$ cat src/rtl/mcu_reset_seq.sv
// Reset sequencer for the MCU clock domain: staged power-on and system resets
// driven by PLL lock, core software/lockup reset handling and a sticky reset cause.
module mcu_reset_seq #(
  parameter int unsigned POR_DLY   = 16,
  parameter int unsigned SYS_DLY   = 8,
  parameter int unsigned SWRST_LEN = 32,
  parameter int unsigned CNT_W     = 8
) (
  input  logic       clk,
  input  logic       rstn,
  input  logic       pll_locked_i,
  input  logic       sysresetreq_i,
  input  logic       lockup_i,
  input  logic       lockup_rst_en_i,
  input  logic       rst_cause_clr_i,
  output logic       porrstn_o,
  output logic       sysrstn_o,
  output logic [2:0] rst_cause_o
);

  typedef enum logic [2:0] {
    WAIT_LOCK,
    POR_HOLD,
    SYS_HOLD,
    RUN,
    SW_HOLD
  } state_t;

  localparam logic [CNT_W-1:0] POR_LAST = CNT_W'(POR_DLY - 1);
  localparam logic [CNT_W-1:0] SYS_LAST = CNT_W'(SYS_DLY - 1);
  localparam logic [CNT_W-1:0] SW_LAST  = CNT_W'(SWRST_LEN - 1);
  localparam logic [CNT_W-1:0] CNT_ONE  = CNT_W'(1);

  state_t           state_q, state_d;
  logic [CNT_W-1:0] cnt_q, cnt_d;
  logic             lock_meta, lock_s;
  logic             por_d, sys_d;
  logic [2:0]       cause_d;
  logic             sw_req;
  logic             set_loss, set_sw;

  always_comb begin
    state_d  = state_q;
    cnt_d    = cnt_q;
    por_d    = porrstn_o;
    sys_d    = sysrstn_o;
    set_loss = 1'b0;
    set_sw   = 1'b0;
    sw_req   = sysresetreq_i | (lockup_i & lockup_rst_en_i);

    case (state_q)
      WAIT_LOCK: begin
        por_d = 1'b0;
        sys_d = 1'b0;
        cnt_d = '0;
        if (lock_s) state_d = POR_HOLD;
      end
      POR_HOLD: begin
        if (!lock_s) begin
          state_d = WAIT_LOCK;
          cnt_d   = '0;
        end else if (cnt_q == POR_LAST) begin
          state_d = SYS_HOLD;
          cnt_d   = '0;
          por_d   = 1'b1;
        end else begin
          cnt_d = cnt_q + CNT_ONE;
        end
      end
      SYS_HOLD: begin
        if (!lock_s) begin
          state_d = WAIT_LOCK;
          cnt_d   = '0;
          por_d   = 1'b0;
          sys_d   = 1'b0;
        end else if (cnt_q == SYS_LAST) begin
          state_d = RUN;
          cnt_d   = '0;
          sys_d   = 1'b1;
        end else begin
          cnt_d = cnt_q + CNT_ONE;
        end
      end
      RUN: begin
        if (!lock_s) begin
          state_d  = WAIT_LOCK;
          cnt_d    = '0;
          por_d    = 1'b0;
          sys_d    = 1'b0;
          set_loss = 1'b1;
        end else if (sw_req) begin
          state_d = SW_HOLD;
          cnt_d   = '0;
          sys_d   = 1'b0;
          set_sw  = 1'b1;
        end
      end
      SW_HOLD: begin
        // Counter saturates so a held request can keep us here indefinitely.
        if (!lock_s) begin
          state_d  = WAIT_LOCK;
          cnt_d    = '0;
          por_d    = 1'b0;
          sys_d    = 1'b0;
          set_loss = 1'b1;
        end else if (cnt_q == SW_LAST && !sw_req) begin
          state_d = SYS_HOLD;
          cnt_d   = '0;
        end else if (cnt_q != SW_LAST) begin
          cnt_d = cnt_q + CNT_ONE;
        end
      end
      default: begin
        state_d = WAIT_LOCK;
        cnt_d   = '0;
        por_d   = 1'b0;
        sys_d   = 1'b0;
      end
    endcase

    // Set events win over a same-cycle clear for their own bit only.
    cause_d = (rst_cause_clr_i ? 3'b000 : rst_cause_o) | {set_sw, set_loss, 1'b0};
  end

  always_ff @(posedge clk) begin
    if (!rstn) begin
      state_q     <= WAIT_LOCK;
      cnt_q       <= '0;
      lock_meta   <= 1'b0;
      lock_s      <= 1'b0;
      porrstn_o   <= 1'b0;
      sysrstn_o   <= 1'b0;
      rst_cause_o <= 3'b001;
    end else begin
      state_q     <= state_d;
      cnt_q       <= cnt_d;
      lock_meta   <= pll_locked_i;
      lock_s      <= lock_meta;
      porrstn_o   <= por_d;
      sysrstn_o   <= sys_d;
      rst_cause_o <= cause_d;
    end
  end

endmodule

$ cat config.mk
export PLATFORM = sky130hd
export DESIGN_NAME = mcu_reset_seq
export DESIGN_NICKNAME = d
export VERILOG_FILES = /design/src/rtl/mcu_reset_seq.sv
export SDC_FILE = /design/constraint.sdc
export NUM_CORES = 1
export LEC_CHECK = 0
export CORE_MARGIN = 2
export CORE_UTILIZATION = 54
export CTS_CLUSTER_SIZE = 20
export DETAILED_ROUTE_END_ITERATION = 12
export MAX_ROUTING_LAYER = met4
export PLACE_DENSITY_LB_ADDON = 0.25
export SLEW_MARGIN = 20
export SYNTH_ARGS = -nofsm -noshare
export SYNTH_HDL_FRONTEND = slang
export SYNTH_SLANG_ARGS = --single-unit
$ cat constraint.sdc
create_clock -name clk -period 2.5 [get_ports clk]
set_input_delay 0.625 -clock clk [delete_from_list [all_inputs] [get_ports clk]]
set_output_delay 0.625 -clock clk [all_outputs]
set_load 0.005 [all_outputs]
Word level (Yosys, flattened, before mapping)
Index checks and enable logic that the tools add are counted.

storage, ports and cells
  register bits = 18
  output and inout port bits = 5
  word-level logic and storage cells = 74
  input bits = 7

operators by class
  bitwise logic cells = 4
  $add $sub $neg = 1
  equal/unequal tests = 18
  reduce and logical (&&, ||, !) cells = 9
  mux-type cells = 35

operators by type and width
  operator                                                                 count
  8-bit 2-to-1 mux                                                         9
  8-bit one-hot mux with 4 select lines                                    1
  3-bit 2-to-1 mux                                                         10
  3-bit one-hot mux with 5 select lines                                    1
  1-bit 2-to-1 mux                                                         12
  3-bit inequality test, second input constant                             4
  2-bit inequality test, second input constant                             5
  8-bit by 1-bit adder with 8-bit output, second input constant            1
  8-bit by 3-bit == test with 1-bit output, second input constant          1
  8-bit by 4-bit == test with 1-bit output, second input constant          1
  8-bit by 5-bit == test with 1-bit output, second input constant          1
  8-bit by 5-bit inequality test with 1-bit output, second input constant  1
  3-bit by 2-bit == test with 1-bit output, second input constant          2
  5-bit AND reduction                                                      1
  4-bit inequality test, second input constant                             1
  1-bit one-hot mux with 4 select lines                                    1
  4-bit AND reduction                                                      1
  3-bit by 1-bit == test with 1-bit output, second input constant          1
  3-bit == test, second input constant                                     1
  3-bit logical NOT                                                        1
  3-bit OR                                                                 1
  3-bit AND reduction                                                      1
  3-bit OR reduction                                                       1
  1-bit one-hot mux with 2 select lines                                    1
  7 further kinds                                                          7

Logic depth before layout (Yosys ltp)
  depth in word-level cells = 7
  gate-level depth with buffers = 7
  gate-level depth less buffers = 6

Worst setup path after synthesis
No wires, ideal clock.

  path kind = register to register
  start point = reg cnt_q[0]
  end point = reg cnt_q[6]
  path buffers = 1
  arrival = 1.809 ns
  required time = 2.373 ns
  library setup time = 0.127 ns
  stages on the path, launching flop included = 8
  clock period less this slack = 1.936 ns
  path slack = 0.564 ns
  cells stage by stage = dfxtp_1 -> ha_1 -> and4_1 -> nand2_1 -> o31ai_1 -> buf_2 -> nor3_1 -> or3_1

on the way
  cells in the longest elaborated chain, start to end = 5
  elaborated cells on any way between the ends = 16
  classes of those cells = add/sub (1); eq/ne (5); mux (8); reduce/logical (2)

RTL lines
  what                                                                                                RTL line  source
  start: declaration                                                                                  35        logic [CNT_W-1:0] cnt_q, cnt_d;
  start signal: assignment                                                                            136       cnt_q <= cnt_d;
  8-bit by 1-bit adder with 8-bit output or 8-bit by 5-bit == test with 1-bit output (tied branches)  --
  8-bit 2-to-1 mux or 1-bit logical AND (tied branches)                                               109, 106
  8-bit 2-to-1 mux                                                                                    106       end else if (cnt_q == SW_LAST && !sw_req) begin
  8-bit 2-to-1 mux                                                                                    100       if (!lock_s) begin
  8-bit one-hot mux with 4 select lines                                                               51        case (state_q)

Parallel ways exist; a longest one is shown, timed or not. The select of a mux whose other input is x is not followed.
A chain may end at the register's enable or synchronous reset.

Worst setup path in the final report
  start point = reg cnt_q[0]
  end point = reg cnt_q[7]

The elaborated chain is that of the path after synthesis.

==> flow_summary.ini <==
[yosys]
synth_cells = 131
post_synthesis_instance_area_um2 = 1042
synth_top_flop_cell = dfxtp_1
synth.area.top_cells = dfxtp_1, a21oi_1, nor2_1
synth-warning-count = 0
synthDistinctLibCells = 43
postSynth.asyncResetShare = 0
mappedNetlistNets = 139
seq_area_frac_synth = 0.3457
number_of_enable_type_register_cells_in_the_synthesized_netlist = 0
portion_of_synthesized_cell_area_occupied_by_the_leading_cell_type = 0.3457
synth-seq-cells = 18
synthDominantAreaCellType = dfxtp_1
avgSynthCellArea_um2 = 7.956

[floorplanning]
die_h_um = 47.93
die_width_um = 47.93
fp-row-count = 15
io_pins = 12
die_ar_um2 = 2297
core_region_area_um2 = 1764
initial_utilization = 0.5908

[power_and_ir_drop]
p_sw_uw = 118.1
power_frac_seq = 0.569
clock_network_fraction_of_design_power = 0.355
power_density_nw_per_um2 = 426.4
worst_ir_drop_vdd_mv = 0.3005
pwr-share-comb = 0.076
internal_pwr_total_uw = 400.5
power.share.switching = 0.2277
p_leak_nw = 0.4366

[cells_and_area]
antenna_cells_inserted = 0
layout.cell_area.non_filler_um2 = 1216
final_layout_size_suffix_gt1_frac = 0.1189
final.fill_count = 159
design.final.nets = 152
area_growth_pct = 16.69

[setup_path]
crit_path_top_delay_cell = nor4bb_1
regToRegSetupSlack_ns = 0.29
worst_reg2reg_endpoint = cnt_q[7]
critical_path_source_type = flop
critical_path_arrival_ns = 2.41
r2r_cells = 7
path_delay_family = simple AND/OR/NAND/NOR gates
timing.critical_path.fanout_max = 11
rr_startpoint = cnt_q[0]
required_ns = 2.69
critical_path_buf_inv_count = 1
crit_type = reg -> reg
max_stage_delay_ns = 0.54
endpoint_kind = flop
cp_cell_sequence = ha_1 > nor4bb_1 > a2111oi_2 > nor3_2 > buf_4 > nor4_1 > or3_1

[route]
viasPerCell = 5.875
drt_pre_antenna_iters = 4
wirelength_um = 2247
route.detailed.drc = 0
dr_total_vias = 987
drtIter0Drc = 20
post_drt_wl_per_cell_um = 13.38
number_of_nets_with_antenna_violations_after_routing = 0

[sta]
fmax_mhz = 451.6
count_of_endpoints_failing_setup_in_the_final_report = 0
final_min_period_over_clock_period = 0.8858
setup-tns-final_ns = 0
grt_setup_unrepaired = false
clock_skew_ns = 0.001855
worst_slew_margin_rel = 0.6345
hold_slack_ns = 0.4556
hold_viol = 0
period_minus_slack_ns = 2.215
max_slew.worst_pin.slew_ns = 0.5409
slew_violations = 0
worst_slack_ns = 0.2855

[clocking]
cts_setup_buffers = 0
worst_skew_pair.late_latency_ns = 0.30
cts_sinks = 18
cts_made_buffers = 3
cts.clk_slew.worst_paths_ns = 0.10
clockRootBuffer = clkbuf_4
htree_num_levels = 1
post_cts_hold_buffer_count = 0
cts_buffer_depth = 2
cts-resized-gates = 0
cts_tree = built

[min_path]
holdCritStartpoint = lock_meta
min-delay-path-class = reg -> reg
whs_endpoint = lock_s
hold_depth = 1

[grt]
grt_overflow_total = 0
grt_pass1_vias = 811
track_usage = 0.2226
grt_start_max_net_pins = 14
grt_antenna_before_repair = 0
grt_first_pass_wirelength_um = 3429

[place]
dpl.hpwl_um = 1658
globalplace.congestion = 0.8592
dpl_ws_ns = -0.02419
numPortBuffers = 11
postPlaceCellArea_um2 = 1175

[run]
timing.max_cap.violations = 0

[run_status]
outcome = complete, no violations
-- metrics by stage --
stage,utilization,std cells,power [mW]
floorplan,-,131,0.3210
global placement,0.6660,164,0.3397
detailed placement,0.6660,164,0.3404
CTS,0.6865,168,0.5202
global route,0.6894,168,0.5423
finish,0.6894,168,0.5186
-- power groups by stage --
stage	sequential [mW]	clock (mW)	combinational, mW
6_report	0.295	0.184	0.0395
5_1_grt	0.296	0.203	0.0435
4_1_cts	0.295	0.186	0.0388
3_5_place_dp	0.302	0	0.0387
3_3_place_gp	0.301	0	0.0383
2_1_floorplan	0.298	0	0.0230
-- final cells by class --
class	count	area [µm²]	area share
Clock buffer	4	36.28	0.02984
Multi-Input combinational cell	102	629.4	0.5175
Inverter	3	11.26	0.009259
Sequential cell	18	360.3	0.2963
Tap cell	25	31.28	0.02572
Timing Repair Buffer	16	147.6	0.1214
-- sequential cells by signal (all words and copies together) (netlist names) --
register     count
cnt_q            8
rst_cause_o      3
lock_s           1
sysrstn_o        1
state_q          3
lock_meta        1
porrstn_o        1
-- layer usage --
layer	vias up	share of wire	routed length, µm	global-route usage
li1	500	-	-	-
met3	4	0.029	65	0.03396
met2	22	0.49	1111	0.3680
met5	-	0	0	-
met1	461	0.47	1046	0.2647
met4	0	0.010	23	0.09730
-- worst max path at each step --
stage          slack (ns)     start  cells past startpoint  endpoint
2_1_floorplan        0.56  cnt_q[0]                      7  cnt_q[6]
3_3_place_gp         0.07  lockup_i                      5  cnt_q[7]
3_5_place_dp        -0.02  lockup_i                      5  cnt_q[7]
4_1_cts              0.17  cnt_q[0]                      6  cnt_q[7]
5_1_grt              0.13  cnt_q[0]                      7  cnt_q[7]
6_report             0.29  cnt_q[0]                      7  cnt_q[7]
-- synth_stat cells (2+ instances only) --
cell type,count
nor3_2,2
buf_2,3
nor4bb_1,2
nor2_1,15
nor3_1,4
a21o_1,2
nand2_1,12
nand4b_1,2
a31oi_1,2
or4_1,2
or3_1,5
inv_1,3
a211oi_1,2
and2_1,2
nand3_1,6
dfxtp_1,18
o21ai_0,3
clkbuf_1,2
nor2b_1,7
a21oi_1,13
nand2b_1,2
-- logic make-up (layout without fill, tap and decap cells) --
family | Yosys count | after routing | share of synthesized area
flops | 18 | 18 | 0.3457
xor+xnor | 1 | 1 | 0.008405
simple gates | 68 | 68 | 0.3697
fa+ha+maj | 1 | 1 | 0.01200
compound gates | 32 | 32 | 0.2089
buf+inv | 11 | 23 | 0.05522
-- layout by cell type (no fill, tap or decap), types with 3 or more instances in the layout --
master,count
or3_1,5
buf_4,5
nor2_1,15
a21oi_1,13
nand2_1,12
inv_1,3
dfxtp_1,18
nand3_1,6
nor3_1,4
clkdlybuf4s50_1,11
clkbuf_4,3
o21ai_0,3
nor2b_1,7
Note: power is estimated with default switching activity, not from simulation.
